`src/rtl/aes_gcm_pkg.sv`:
```
// Shared definitions for the AES-GCM request path: block/IV/counter widths,
// issuer state encoding and the GCM inc32 counter step.
package aes_gcm_pkg;

  localparam int BLOCK_W = 128;
  localparam int IV_W    = 96;
  localparam int CTR_W   = 32;

  typedef enum logic [2:0] {
    ST_IDLE,
    ST_TAG_REQ,
    ST_TAG_WAIT,
    ST_KS_REQ,
    ST_KS_WAIT,
    ST_DRAIN
  } gcm_state_t;

  // Only the low 32-bit word steps; it wraps FFFFFFFF -> 00000000.
  function automatic logic [CTR_W-1:0] inc32(input logic [CTR_W-1:0] ctr);
    return ctr + 32'd1;
  endfunction

endpackage

```
`src/rtl/aes_ks_fifo.sv`:
```
// Keystream buffer: synchronous show-ahead FIFO of 128-bit blocks with an
// occupancy count; the head reads as zero while empty.
module aes_ks_fifo
  import aes_gcm_pkg::*;
#(
  parameter  int DEPTH = 4,
  localparam int AW    = $clog2(DEPTH),
  localparam int CW    = $clog2(DEPTH + 1)
) (
  input  logic               clk,
  input  logic               rst,
  input  logic               push,
  input  logic [BLOCK_W-1:0] push_data,
  input  logic               pop,
  output logic [CW-1:0]      count,
  output logic               head_valid,
  output logic [BLOCK_W-1:0] head_data
);

  logic [BLOCK_W-1:0] mem [DEPTH];
  logic [AW-1:0]      wr_ptr;
  logic [AW-1:0]      rd_ptr;
  logic [CW-1:0]      cnt;
  logic               do_push;
  logic               do_pop;

  // A full FIFO still accepts a push when the head leaves in the same cycle.
  assign do_pop  = pop && (cnt != '0);
  assign do_push = push && ((cnt != CW'(DEPTH)) || do_pop);

  always_ff @(posedge clk or posedge rst) begin
    if (rst) begin
      wr_ptr <= '0;
      rd_ptr <= '0;
      cnt    <= '0;
    end else begin
      if (do_push) wr_ptr <= wr_ptr + AW'(1);
      if (do_pop)  rd_ptr <= rd_ptr + AW'(1);
      case ({do_push, do_pop})
        2'b10:   cnt <= cnt + CW'(1);
        2'b01:   cnt <= cnt - CW'(1);
        default: cnt <= cnt;
      endcase
    end
  end

  always_ff @(posedge clk) begin
    if (do_push) mem[wr_ptr] <= push_data;
  end

  assign count      = cnt;
  assign head_valid = (cnt != '0);
  assign head_data  = (cnt != '0) ? mem[rd_ptr] : '0;

endmodule

```
`src/rtl/aes_ctr_issuer.sv`:
```
// GCM counter-block issuer: sends J0 then inc32 keystream counters to the AES
// core one at a time and queues the returned keystream for the GCTR stage.
module aes_ctr_issuer
  import aes_gcm_pkg::*;
#(
  parameter int FIFO_DEPTH = 4,
  parameter int CNT_W      = 16
) (
  input  logic               clk,
  input  logic               rst,
  input  logic               i_start,
  input  logic [IV_W-1:0]    i_iv,
  input  logic [CTR_W-1:0]   i_ctr0,
  input  logic [CNT_W-1:0]   i_num_blocks,
  output logic               o_aes_en,
  output logic [BLOCK_W-1:0] o_aes_block,
  input  logic               i_aes_ready,
  input  logic               i_aes_valid,
  input  logic [BLOCK_W-1:0] i_aes_result,
  output logic [BLOCK_W-1:0] o_tag_mask,
  output logic               o_tag_mask_valid,
  output logic               o_ks_valid,
  output logic [BLOCK_W-1:0] o_ks_data,
  input  logic               i_ks_ready,
  output logic               o_busy,
  output logic               o_done
);

  localparam int FCW = $clog2(FIFO_DEPTH + 1);

  gcm_state_t         state;
  gcm_state_t         state_nx;
  logic [IV_W-1:0]    iv_q;
  logic [CTR_W-1:0]   ctr_q;
  logic [CNT_W-1:0]   remaining_q;
  logic [BLOCK_W-1:0] tag_mask_q;
  logic               tag_mask_valid_q;
  logic               done_q;
  logic [FCW-1:0]     fifo_count;
  logic               aes_en;
  logic               accept;
  logic               push;
  logic               pop;
  logic               tag_load;
  logic               start_ok;

  assign accept   = aes_en && i_aes_ready;
  assign pop      = o_ks_valid && i_ks_ready;
  assign start_ok = (state == ST_IDLE) && i_start;

  // The single outstanding request is budgeted against FIFO space, so a
  // keystream request is held back until a slot is guaranteed.
  always_comb begin
    state_nx = state;
    aes_en   = 1'b0;
    push     = 1'b0;
    tag_load = 1'b0;
    case (state)
      ST_IDLE: begin
        if (i_start) state_nx = ST_TAG_REQ;
      end
      ST_TAG_REQ: begin
        aes_en = 1'b1;
        if (i_aes_ready) state_nx = ST_TAG_WAIT;
      end
      ST_TAG_WAIT: begin
        if (i_aes_valid) begin
          tag_load = 1'b1;
          state_nx = (remaining_q != '0) ? ST_KS_REQ : ST_DRAIN;
        end
      end
      ST_KS_REQ: begin
        aes_en = (fifo_count < FCW'(FIFO_DEPTH));
        if (accept) state_nx = ST_KS_WAIT;
      end
      ST_KS_WAIT: begin
        if (i_aes_valid) begin
          push     = 1'b1;
          state_nx = (remaining_q != '0) ? ST_KS_REQ : ST_DRAIN;
        end
      end
      ST_DRAIN: begin
        if ((fifo_count == '0) || ((fifo_count == FCW'(1)) && pop))
          state_nx = ST_IDLE;
      end
      default: state_nx = ST_IDLE;
    endcase
  end

  always_ff @(posedge clk or posedge rst) begin
    if (rst) begin
      state            <= ST_IDLE;
      iv_q             <= '0;
      ctr_q            <= '0;
      remaining_q      <= '0;
      tag_mask_q       <= '0;
      tag_mask_valid_q <= 1'b0;
      done_q           <= 1'b0;
    end else begin
      state  <= state_nx;
      done_q <= (state == ST_DRAIN) && (state_nx == ST_IDLE);
      if (start_ok) begin
        iv_q             <= i_iv;
        ctr_q            <= i_ctr0;
        remaining_q      <= i_num_blocks;
        tag_mask_valid_q <= 1'b0;
      end
      if (accept) begin
        ctr_q <= inc32(ctr_q);
        if (state == ST_KS_REQ) remaining_q <= remaining_q - CNT_W'(1);
      end
      if (tag_load) begin
        tag_mask_q       <= i_aes_result;
        tag_mask_valid_q <= 1'b1;
      end
    end
  end

  aes_ks_fifo #(
    .DEPTH(FIFO_DEPTH)
  ) u_ks_fifo (
    .clk       (clk),
    .rst       (rst),
    .push      (push),
    .push_data (i_aes_result),
    .pop       (pop),
    .count     (fifo_count),
    .head_valid(o_ks_valid),
    .head_data (o_ks_data)
  );

  assign o_aes_en         = aes_en;
  assign o_aes_block      = {iv_q, ctr_q};
  assign o_tag_mask       = tag_mask_q;
  assign o_tag_mask_valid = tag_mask_valid_q;
  assign o_busy           = (state != ST_IDLE);
  assign o_done           = done_q;

endmodule

```
`config.mk`:
```
export PLATFORM = sky130hd
export DESIGN_NAME = aes_ctr_issuer
export DESIGN_NICKNAME = d
export VERILOG_FILES = /design/src/rtl/aes_gcm_pkg.sv /design/src/rtl/aes_ks_fifo.sv /design/src/rtl/aes_ctr_issuer.sv
export SDC_FILE = /design/constraint.sdc
export NUM_CORES = 1
export LEC_CHECK = 0
export ABC_AREA = 1
export CORE_MARGIN = 4
export CORE_UTILIZATION = 51
export DETAILED_ROUTE_END_ITERATION = 8
export GPL_ROUTABILITY_DRIVEN = 1
export PLACE_DENSITY = 0.78
export SETUP_SLACK_MARGIN = 0.2
export SYNTH_ARGS = -nofsm -noshare
export SYNTH_HDL_FRONTEND = slang
export SYNTH_SLANG_ARGS = --single-unit
```
`constraint.sdc`:
```
create_clock -name clk -period 12.89 [get_ports clk]
set_clock_uncertainty 0.2 [all_clocks]
set_input_delay 1.9335 -clock clk [delete_from_list [all_inputs] [get_ports clk]]
set_output_delay 1.9335 -clock clk [all_outputs]
set_load 0.01 [all_outputs]
```
==> results of run 1 <==
[sequential cells by signal (all words and copies together) (netlist names)]
signal / flops
ctr_q: 32
iv_q: 96
o_done: 1
o_tag_mask: 128
o_tag_mask_valid: 1
remaining_q: 16
state: 3
u_ks_fifo.count: 3
u_ks_fifo.mem: 512
u_ks_fifo.rd_ptr: 2
u_ks_fifo.wr_ptr: 2
[final timing paths]
kind	startpoint	end	slack, ps	depth (start not counted)
hold reg to reg	remaining_q[0]	remaining_q[0]	240	1
min in group asynchronous	rst	o_tag_mask[23]	1700	2
setup / recovery	u_ks_fifo.rd_ptr[0]	o_ks_data[122]	5990	7
max in group asynchronous	rst	o_tag_mask[67]	8710	4
setup reg to reg	state[0]	u_ks_fifo.mem[2][85]	8780	7
hold / removal	remaining_q[0]	remaining_q[0]	240	1
[worst max-delay path, cell delays in order, from the launching register on]
cell	delay, ps
sky130_fd_sc_hd__dfrtp_4	950
sky130_fd_sc_hd__buf_4	1010
sky130_fd_sc_hd__buf_4	870
sky130_fd_sc_hd__nor2_1	110
sky130_fd_sc_hd__nor2_1	110
sky130_fd_sc_hd__o21ai_0	110
sky130_fd_sc_hd__a21oi_1	300
sky130_fd_sc_hd__clkdlybuf4s50_1	600
[layout by cell type, fill, tap and decap left out, types with 3 or more instances in the layout]
| cell | Yosys | layout |
|---|---|---|
| sky130_fd_sc_hd__inv_2 | 5 | 3 |
| sky130_fd_sc_hd__clkinvlp_4 | 0 | 3 |
| sky130_fd_sc_hd__buf_4 | 4 | 19 |
| sky130_fd_sc_hd__nor3_1 | 10 | 10 |
| sky130_fd_sc_hd__mux2_2 | 19 | 19 |
| sky130_fd_sc_hd__inv_1 | 67 | 65 |
| sky130_fd_sc_hd__bufinv_16 | 0 | 7 |
| sky130_fd_sc_hd__inv_16 | 0 | 3 |
| sky130_fd_sc_hd__edfxtp_1 | 512 | 512 |
| sky130_fd_sc_hd__clkinv_1 | 1 | 4 |
| sky130_fd_sc_hd__o21a_1 | 8 | 8 |
| sky130_fd_sc_hd__clkbuf_1 | 76 | 25 |
| sky130_fd_sc_hd__o21ai_1 | 11 | 11 |
| sky130_fd_sc_hd__xor2_1 | 11 | 11 |
| sky130_fd_sc_hd__ha_1 | 11 | 11 |
| sky130_fd_sc_hd__nor2_4 | 1 | 6 |
| sky130_fd_sc_hd__clkbuf_16 | 0 | 83 |
| sky130_fd_sc_hd__o211ai_1 | 11 | 11 |
| sky130_fd_sc_hd__o21ai_0 | 281 | 281 |
| sky130_fd_sc_hd__nor2_1 | 600 | 595 |
| sky130_fd_sc_hd__clkdlybuf4s50_1 | 0 | 666 |
| sky130_fd_sc_hd__clkbuf_8 | 0 | 11 |
| sky130_fd_sc_hd__a21oi_1 | 148 | 148 |
| sky130_fd_sc_hd__nand2_1 | 508 | 508 |
| sky130_fd_sc_hd__nand3_1 | 50 | 50 |
| sky130_fd_sc_hd__dfrtp_1 | 284 | 282 |
| sky130_fd_sc_hd__clkinv_2 | 0 | 13 |
| sky130_fd_sc_hd__nand3b_1 | 3 | 3 |
| sky130_fd_sc_hd__mux2_1 | 109 | 109 |
| sky130_fd_sc_hd__xnor2_1 | 8 | 8 |
[metal layers]
metal	global-route usage (%)	wire (um)	up-vias
met5	0	47	-
met1	33.5	34700	11400
met2	45.7	46200	994
li1	-	-	10800
met3	6.29	7910	170
met4	9.20	3360	8
[through the flow]
stage | power, W | util [%] | worst slack [ps] | hold WS [ps] | cells
2_1_floorplan | 0.00567 | - | 2920 | 218 | 2824
3_3_place_gp | 0.00789 | 63.4 | 6650 | 229 | 4197
3_5_place_dp | 0.00798 | 63.4 | 6610 | 238 | 4197
4_1_cts | 0.0104 | 67.9 | 5950 | 245 | 4349
5_1_grt | 0.0109 | 67.9 | 5670 | 260 | 4350
6_report | 0.0103 | 67.9 | 5990 | 242 | 4351
[logic make-up (layout without fill, tap and decap cells)]
family | Yosys count | count (layout) | share of synthesized area, %
fa+ha+maj | 11 | 11 | 0.427
simple gates | 1183 | 1183 | 14.2
other cells | 0 | 2 | 0
mux | 129 | 129 | 4.50
flops | 796 | 796 | 69.8
compound gates | 463 | 463 | 7.36
buf+inv | 223 | 911 | 3.17
xor+xnor | 19 | 19 | 0.517
[report_power, final]
| part | switching [W] | total (W) | internal [W] |
|---|---|---|---|
| clock | 0.000995 | 0.00240 | 0.00141 |
| combinational | 0.00232 | 0.00432 | 0.00200 |
| sequential | 0.000410 | 0.00362 | 0.00322 |
[area by class of cell]
| class | count | area (um^2) | share of cell area (%) |
|---|---|---|---|
| clock buffer | 119 | 2320 | 5.50 |
| timing repair buffer | 686 | 6830 | 16.2 |
| inverter | 73 | 292 | 0.691 |
| tap | 837 | 1050 | 2.48 |
| clock inverter | 33 | 433 | 1.03 |
| sequential | 796 | 22500 | 53.3 |
| antenna | 2 | 5.00 | 0.0119 |
| multi-input combinational | 1805 | 8770 | 20.8 |
==> results, run 1 <==
- The floorplan step set the die width to 259 um.
- By area the synthesized netlist is led by sky130_fd_sc_hd__edfxtp_1, sky130_fd_sc_hd__dfrtp_1, sky130_fd_sc_hd__nor2_1, sky130_fd_sc_hd__nand2_1, sky130_fd_sc_hd__o21ai_0.
- The proportion of synthesized flip-flops having asynchronous set or reset is about 36%.
- A synthesized cell averages between 10 and 15 um^2.
- The upper clock frequency limit is about 0.14 GHz.
- The number of sinks driven by the clock tree is 796.
- The run finished with clean final reports.
- The cell area reported after detailed placement is around 0.039 mm^2.
- The root buffer cell chosen for the clock tree is sky130_fd_sc_hd__clkbuf_16.
- The standby leakage power is 16.1 nW.
- Clock tree synthesis inserted a total of about 80 buffers.
- The routed length per instance is between 20 and 25 um.
- The type of the tightest min-delay check is flip-flop to flip-flop.
- The final estimated routing congestion in global placement is between 0.9 and 1.
- For this configuration, the core starts out at a cell density of around half.
- The biggest area contributor in the post-synthesis netlist is sky130_fd_sc_hd__edfxtp_1.
- The commonest cells after synthesis are sky130_fd_sc_hd__nor2_1, sky130_fd_sc_hd__edfxtp_1, sky130_fd_sc_hd__nand2_1.
- The final setup violation count is 0.
- Global routing finished with a remaining overflow of 0.
- The number of buffers added on ports is approximately 670.
- The data required time at the worst endpoint is about 11000 ps.
- The filler cell count is between 4k and 5k.
- The routed layout has between 20k and 25k vias.
- The half-perimeter wire length after detailed placement is roughly 60000 um.
- In this run the standard cell core region covers 0.0622 mm^2.
- The critical path is of the flip-flop to output pin type.
- The total non-filler cell area in the finished layout is roughly 0.042 mm^2.
- The element type at the critical path start is a flip-flop.
- The number of hold buffers added after cts is 0.
- After synthesis the cells add up to between 0.03 and 0.04 mm^2.
- The largest net degree at the start of global routing is roughly 160.
- The count of mapped cells out of synthesis is about 2.8k.
- The setup total negative slack is 0 ps.
- The die is approximately 260 um tall.
- The number of different library cells used by synthesis comes to 39.
- The number of global-route vias before repair is 22.6k.
- The relative max-transition margin is approximately a fifth.
- At the pin with the least slew margin, the transition time is approximately 1200 ps.
- The number of slew-limit violations in the final report is 0.
- The synthesized design devotes to its leading area cell type 47.7% of total area.
- The yosys synthesis warning count is 0.
- The die area is 0.0673 mm^2.
- The synthesized flop and latch total is between 700 and 800.
- The final net count is about 3.7k.
- The initial antenna violation count is 6.
- The TritonCTS clock tree is built.
- The H-tree depth is 3.
- The first detailed-routing pass ran for 5 iterations.
- The via density per instance is approximately 5.4.
- For this run, the leading register cell type out of synthesis is sky130_fd_sc_hd__edfxtp_1.
- After detailed routing, the number of remaining DRC violations is 0.
- During I/O placement, the number of pins put on the boundary was 667.
- The sequential element share of the synthesized area is around 70%.
- The post-CTS resize count is 0.
- Setup repair after global routing left no endpoint under its margin.
- The count of nets left with antenna violations once routing finished came out at 0.
- The post-route minimum period is 6900 ps.
- The post-CTS setup buffer count is 0.
- The maximum fanout along the worst path is roughly 110.
- The post-route netlist has roughly 5.3% of its cells at a drive strength greater than 1.
- The tool flagged a number of max-cap violations equal to 0.
- The final clock period utilization by the worst path is between 50% and 60%.
- The source-to-sink clock delay at the later pin of the worst-skew pair is slightly above 600 ps.
- In this run, the number of DRC markers left after iteration 0 of detailed routing was approximately 1.8k.
- The clock input transition at the sequential cells of the worst setup and hold paths is ~60 ps.
- The synthesized net count is approximately 3.1k.
- The arrival time of data at the critical path endpoint is 4770 ps.
- Across the VDD grid, the largest voltage drop is between 0.1 and 0.15 mV.
- Counting flops with a built-in enable in the synthesized netlist gives 512.
- The most frequently used cell type in the post-synthesis netlist is sky130_fd_sc_hd__nor2_1.
- The global-route usage over all layers is about a quarter.
- STA classifies the critical path endpoint as an output pin.
- After floorplanning, the core was divided into 91 placement rows.
- The final-report hold violation count is 0.
- The first global-routing pass estimated 138000 um of wire.
- The longest clock path from root to sink contains 3 buffers.
- Compared with the post-synthesis result, the final layout area differs by 30.9%.
- Power spread over the standard cell area amounts to roughly 250 mW/mm^2.
- The aggregate routed wire length is ~92000 um.
Power figures use the tool's default switching activity.
==> run 2: changes to the inputs <==
==> constraint.sdc (replaced) <==
create_clock -name clk -period 6.9 [get_ports clk]
set_clock_uncertainty 0.2 [all_clocks]
set_input_delay 1.035 -clock clk [delete_from_list [all_inputs] [get_ports clk]]
set_output_delay 1.035 -clock clk [all_outputs]
set_load 0.01 [all_outputs]
==> run 2 against run 1 <==
Sequential power is 87% higher. Global-route usage fell by 0.39 points. Non-clock buffer count increased by 2. Cell count up 0.14%. Critical path depth shrank 2. Clock-buffer cell count increased by 3. Critical path type unchanged. Utilization increased by 0.22 points.
==> results, run 2 (synthesis results as in run 1) <==
- The effective utilization at floorplan was 51.8% (unchanged).
- The relative max-transition margin is 33.1% (was 18.7%).
- The critical path class is flip-flop to output pin (unchanged).
- Based on the critical path, the design can be clocked at up to approximately 0.19 GHz.
- The remaining number of nets flagged by the antenna check after routing is 0 (unchanged).
- The number of sinks driven by the clock tree is 796 (unchanged).
- The switching part of the total power is 35.6% (was 36.0%).
- The half-perimeter wire length after detailed placement was 59200 um (was 59400 um).
- The worst path uses ~77% of the clock period.
- The overall via count from detail_route was 23.5k (was 23.4k).
- The aggregate routed wire length is 91300 um (was 92200 um).
- The sequential cell fraction of total power is 35.0% (about the same).
- The remaining design rule violation count is 0 (unchanged).
- The growth of design area from synthesis to finish came to 31.4% (was 30.9%).
- The ratio of total power to cell area is 456 mW/mm^2 (was 245 mW/mm^2).
- The overall die height is 259 um (unchanged).
- The final net count is 3736 (was 3732).
- The number of maximum-capacitance constraint violations was 0 (unchanged).
- The CTS root buffer is sky130_fd_sc_hd__clkbuf_16 (unchanged).
- The placement row count is 91 (unchanged).
- The cell area reported after detailed placement is 0.0395 mm^2 (was 0.0394 mm^2).
- The initial antenna violation count is 6 (unchanged).
- The source-to-sink clock delay at the later pin of the worst-skew pair came to 630 ps (was 610 ps).
- The via density per instance is 5.38 (was 5.39).
- The number of hold buffers added after cts is 0 (unchanged).
- The clock power share is 23.4% (was 23.2%).
- The maximum fanout along the worst path is 136 (was 107).
- The initial detailed-routing violation count is 2119 (was 1805).
- The global-route wire length before repair is 137000 um (was 138000 um).
- The largest net degree at the start of global routing is 183 (was 156).
- The number of buffers inserted during clock tree synthesis came to 83 (was 81).
- The arrival time of data at the critical path endpoint is 4070 ps (was 4770 ps).
- The number of buffers on the longest clock path is 3 (unchanged).
- The core box area is 0.0622 mm^2 (unchanged).
- The number of global-route vias before repair is 22.8k (was 22.6k).
- The post-CTS resize count is 0 (unchanged).
- The register with the highest flop count is u_ks_fifo.mem (unchanged).
- The routed length per instance came to 21.0 um (was 21.2 um).
- The post-route minimum period is about 5300 ps.
- The endpoint class of the critical path is an output pin (unchanged).
- The die area is 0.0673 mm^2 (unchanged).
- The clock input transition at the sequential cells of the worst setup and hold paths came to 60 ps (about the same).
- The filler cell count is 4416 (was 4503).
- The post-CTS setup buffer count is 0 (unchanged).
- The element type at the critical path start is a flip-flop (unchanged).
- The flip-flop count of the largest register after layout is 512 (unchanged).
- The post-route worst setup slack is 1590 ps (was 5990 ps).
- The final estimated routing congestion in global placement is 0.916 (was 0.908).
- The global-route usage over all layers is 26.3% (was 26.7%).
- The final setup violation count was 0 (unchanged).
- The largest vdd supply drop is 0.335 mV (was 0.137 mV).
- The die span in x is 259 um (unchanged).
- The net switching power figure is 0.00689 W (was 0.00372 W).
- The final global-route overflow total is 0 (unchanged).
- The number of top-level pins was 667 (unchanged).
- The number of buffers added on ports is 666 (unchanged).
- Highest-count cells in the layout ignoring fill and taps: sky130_fd_sc_hd__clkdlybuf4s50_1, sky130_fd_sc_hd__nor2_1, sky130_fd_sc_hd__edfxtp_1, sky130_fd_sc_hd__nand2_1, sky130_fd_sc_hd__dfrtp_1 (unchanged).
- The number of slew-limit violations in the final report is 0 (unchanged).
- The first-pass iteration count of the detailed router is 6 (was 5).
- The TritonCTS clock tree is built (unchanged).
- The type of the tightest min-delay check is flip-flop to flip-flop (unchanged).
- The standby leakage power came to 16.1 nW (about the same).
- The total non-filler cell area in the finished layout is 0.0423 mm^2 (was 0.0422 mm^2).
- Outcome: finished, final reports clean (unchanged).
- The final-report hold violation count is 0 (unchanged).
- The pin slew with the least headroom to its limit is 1000 ps (was 1220 ps).
- The combinational power share was 41.6% (was 41.7%).
- The leading cell type in the layout, fill and taps excluded is sky130_fd_sc_hd__clkdlybuf4s50_1 (unchanged).
- The fraction of final layout cells sized beyond drive strength 1 is 5.23% (was 5.30%).
- The pre-CTS worst setup slack is 2290 ps (was 6610 ps).
- The data required time at the worst endpoint is 5660 ps (was 10760 ps).
- The cell-internal power is 0.0124 W (was 0.00663 W).
- The fraction of the core area covered by cells at the end of the flow is 68.1% (was 67.9%).
- The H-tree depth is 3 (unchanged).
- Setup repair after global routing missed its margin: no (unchanged).
-- run 2: cell count changes in the layout (fill, tap and decap cells not counted), moves of 2 or more --
cell                        delta
sky130_fd_sc_hd__clkbuf_16     +3
sky130_fd_sc_hd__clkbuf_8      -2
sky130_fd_sc_hd__buf_12        +7
sky130_fd_sc_hd__buf_4         -5
sky130_fd_sc_hd__inv_16        -2
sky130_fd_sc_hd__clkinv_1      +5
sky130_fd_sc_hd__clkinv_2      -2
sky130_fd_sc_hd__clkbuf_1      +2
-- run 2: cell type report --
class,instances,area (um^2),area share [%]
multi-input cells,1805,8770,20.7
clock inverters,33,415,0.981
clock buffers,122,2380,5.62
well taps,837,1050,2.47
diodes,3,7.51,0.0177
repair buffers,688,6930,16.4
inverters,73,288,0.680
flip-flops and latches,796,22500,53.1
-- run 2: power groups by stage --
stage	registers (W)	clock network, W	logic, W
finish	0.00677	0.00451	0.00804
global route	0.00689	0.00480	0.00868
CTS	0.00677	0.00459	0.00810
detailed placement	0.00684	0	0.00805
global placement	0.00681	0	0.00791
floorplan	0.00696	0	0.00363
-- run 2: worst paths after layout --
kind,startpoint,to,slack (ps),cells after the start
max,u_ks_fifo.rd_ptr[0],o_ks_data[67],1590,5
min,remaining_q[0],remaining_q[0],250,1
max reg2reg,state[0],u_ks_fifo.mem[1][50],3540,6
min reg2reg,remaining_q[0],remaining_q[0],250,1
max in group asynchronous,rst,o_tag_mask[101],4730,3
min in group asynchronous,rst,iv_q[80],620,2
-- run 2: critical path, stage by stage, from the launching register on --
cell,delay [ps]
sky130_fd_sc_hd__dfrtp_4,790
sky130_fd_sc_hd__inv_6,760
sky130_fd_sc_hd__buf_4,690
sky130_fd_sc_hd__o21ai_0,260
sky130_fd_sc_hd__a21oi_1,200
sky130_fd_sc_hd__clkdlybuf4s50_1,610
-- run 2: per-stage QoR --
stage	hold WS (ps)	power, W	instances	setup TNS (ps)
finish	251	0.0193	4357	0
global route	275	0.0204	4356	0
CTS	252	0.0195	4354	0
detailed placement	245	0.0149	4199	0
global placement	228	0.0147	4199	0
floorplan	218	0.0106	2824	-349870
-- run 2: layer usage --
| layer | global-route usage [%] | wire length [um] |
|---|---|---|
| met5 | 0 | 42 |
| met1 | 32.8 | 34100 |
| met4 | 9.31 | 3090 |
| met2 | 45.1 | 46000 |
| met3 | 6.20 | 8060 |
==> run 3: changes to the inputs <==
==> constraint.sdc (replaced) <==
create_clock -name clk -period 5.2 [get_ports clk]
set_clock_uncertainty 0.2 [all_clocks]
set_input_delay 0.78 -clock clk [delete_from_list [all_inputs] [get_ports clk]]
set_output_delay 0.78 -clock clk [all_outputs]
set_load 0.01 [all_outputs]
==> run 3 against run 2 <==
Global-route usage fell by 0.097 points. Final area is 0.12% higher. Die area did not move. Cell count is essentially flat. Largest cell class unchanged.
==> results, run 3 (synthesis results as in run 1) <==
- The fraction of final layout cells sized beyond drive strength 1 is 5.54% (was 5.23%).
- The number of maximum-capacitance constraint violations is 0 (unchanged).
- The remaining number of nets flagged by the antenna check after routing is 0 (unchanged).
- The upper clock frequency limit is 0.237 GHz.
- The placement row count was 91 (unchanged).
- The clock input transition at the sequential cells of the worst setup and hold paths was 60 ps (about the same).
- The TritonCTS clock tree is built (unchanged).
- The standby leakage power was 16.1 nW (about the same).
- The remaining design rule violation count is 0 (unchanged).
- The overall via count from detail_route is 23.3k (was 23.5k).
- The number of top-level pins came to 667 (unchanged).
- Setup repair after global routing missed its margin: no (unchanged).
- The storage element area is 0.0225 mm^2 (unchanged).
- The total non-filler cell area in the finished layout was 0.0424 mm^2 (was 0.0423 mm^2).
- The core box area was 0.0622 mm^2 (unchanged).
- The via density per instance is 5.34 (was 5.38).
- The largest vdd supply drop was 0.351 mV (was 0.335 mV).
- The final setup violation count is 0 (unchanged).
- The final estimated routing congestion in global placement came to 0.924 (was 0.916).
- Highest-count cells in the layout ignoring fill and taps: sky130_fd_sc_hd__clkdlybuf4s50_1, sky130_fd_sc_hd__nor2_1, sky130_fd_sc_hd__edfxtp_1, sky130_fd_sc_hd__nand2_1, sky130_fd_sc_hd__dfrtp_1 (unchanged).
- The growth of design area from synthesis to finish is 31.5% (was 31.4%).
- The ratio of total power to cell area came to 605 mW/mm^2 (was 456 mW/mm^2).
- The number of buffers on the longest clock path is 3 (unchanged).
- The leading cell type in the layout, fill and taps excluded was sky130_fd_sc_hd__clkdlybuf4s50_1 (unchanged).
- The aggregate routed wire length was 90400 um (was 91300 um).
- The final-report hold violation count was 0 (unchanged).
- The multi-input combinational cell area came to 0.00877 mm^2 (unchanged).
- After layout, the worst path uses between 80% and 90% of the clock period.
- The number of buffers inserted during clock tree synthesis was 83 (unchanged).
- The arrival time of data at the critical path endpoint is 3240 ps (was 4070 ps).
- The initial antenna violation count is 7 (was 6).
- The number of slew-limit violations in the final report is 0 (unchanged).
- The H-tree depth is 3 (unchanged).
- The data required time at the worst endpoint is 4220 ps (was 5660 ps).
- The register with the highest flop count is u_ks_fifo.mem (unchanged).
- The half-perimeter wire length after detailed placement is 58200 um (was 59200 um).
- The global-route wire length before repair is 136000 um (was 137000 um).
- The fraction of the core area covered by cells at the end of the flow is 68.2% (was 68.1%).
- The largest net degree at the start of global routing is 138 (was 183).
- The number of buffers added on ports was 666 (unchanged).
- The maximum fanout along the worst path is 128 (was 136).
- The number of global-route vias before repair was 22.9k (was 22.8k).
- The die area came to 0.0673 mm^2 (unchanged).
- The CTS root buffer is sky130_fd_sc_hd__clkbuf_16 (unchanged).
- The element type at the critical path start is a flip-flop (unchanged).
- The post-route minimum period is around 4200 ps.
- The flip-flop count of the largest register after layout is 512 (unchanged).
- The final net count was 3739 (was 3736).
- The die span in x is 259 um (unchanged).
- The post-CTS resize count is 0 (unchanged).
- The relative max-transition margin was 26.7% (was 33.1%).
- The effective utilization at floorplan is 51.8% (unchanged).
- The number of hold buffers added after cts is 0 (unchanged).
- The type of the tightest min-delay check is input port to asynchronous set/reset pin (was flip-flop to flip-flop).
- The cell area reported after detailed placement is 0.0396 mm^2 (was 0.0395 mm^2).
- The endpoint class of the critical path is an output pin (unchanged).
- The initial detailed-routing violation count is 1912 (was 2119).
- The pin slew with the least headroom to its limit is 1100 ps (was 1000 ps).
- The routed length per instance is 20.7 um (was 21.0 um).
- The overall die height is 259 um (unchanged).
- The number of sinks driven by the clock tree came to 796 (unchanged).
- The critical path class is flip-flop to output pin (unchanged).
- The final global-route overflow total is 0 (unchanged).
- The post-CTS setup buffer count is 0 (unchanged).
- The global-route usage over all layers is 26.2% (was 26.3%).
- The first-pass iteration count of the detailed router is 5 (was 6).
- The filler cell count is 4387 (was 4416).
- The source-to-sink clock delay at the later pin of the worst-skew pair is 610 ps (was 630 ps).
- Outcome: finished, final reports clean (unchanged).
-- run 3: cell count changes in the layout (fill, tap and decap cells not counted), sizes merged --
cell	previous run	this run
buf	22	25
bufinv	7	6
clkbuf	122	110
clkinv	23	29
clkinvlp	3	7
diode	3	5
-- run 3: metal layers --
metal | routed length (um) | global-route usage (%) | up-vias
met1 | 33900 | 32.2 | 11400
met2 | 46000 | 45.7 | 918
met5 | 41 | 0 | -
met4 | 2920 | 9.10 | 6
met3 | 7550 | 5.96 | 147
li1 | - | - | 10800
-- run 3: power by group --
| part | internal, W | switching [W] | leakage, nW | total (W) |
|---|---|---|---|---|
| clock network | 0.00343 | 0.00246 | 1.33 | 0.00588 |
| logic | 0.00504 | 0.00584 | 6.73 | 0.0109 |
| registers | 0.00797 | 0.000904 | 8.05 | 0.00888 |
-- run 3: final timing paths --
check / cells past startpoint / slack [ps] / to / from
max: 5 / 980 / o_ks_data[60] / u_ks_fifo.rd_ptr[0]
min: 2 / 260 / remaining_q[1] / rst
max reg2reg: 6 / 2070 / iv_q[6] / state[0]
min reg2reg: 1 / 260 / remaining_q[0] / remaining_q[0]
max in group asynchronous: 3 / 3490 / o_tag_mask[98] / rst
min in group clk: 1 / 260 / remaining_q[0] / remaining_q[0]
-- run 3: critical path: stages (launching register included) --
cell and delay, ps:
sky130_fd_sc_hd__dfrtp_4 630, sky130_fd_sc_hd__inv_6 650, sky130_fd_sc_hd__buf_12 330, sky130_fd_sc_hd__o21ai_0 160, sky130_fd_sc_hd__a21oi_1 240, sky130_fd_sc_hd__clkdlybuf4s50_1 600
-- run 3: through the flow --
stage	power [W]	instances	TNS, ps	setup slack, ps	hold slack (ps)
2_1_floorplan	0.0141	2824	-1089710	-2130	218
4_1_cts	0.0258	4354	0	855	225
3_3_place_gp	0.0196	4202	0	1570	229
3_5_place_dp	0.0198	4202	0	1530	243
5_1_grt	0.0270	4357	0	718	270
6_report	0.0256	4359	0	978	257
-- run 3: cell type report --
class / instances / share of cell area, %
Antenna cell: 5 / 0.0295
Inverter: 73 / 0.679
Timing Repair Buffer: 691 / 16.6
Clock buffer: 110 / 5.41
Tap cell: 837 / 2.47
Sequential cell: 796 / 53.1
Clock inverter: 42 / 1.08
Multi-Input combinational cell: 1805 / 20.7
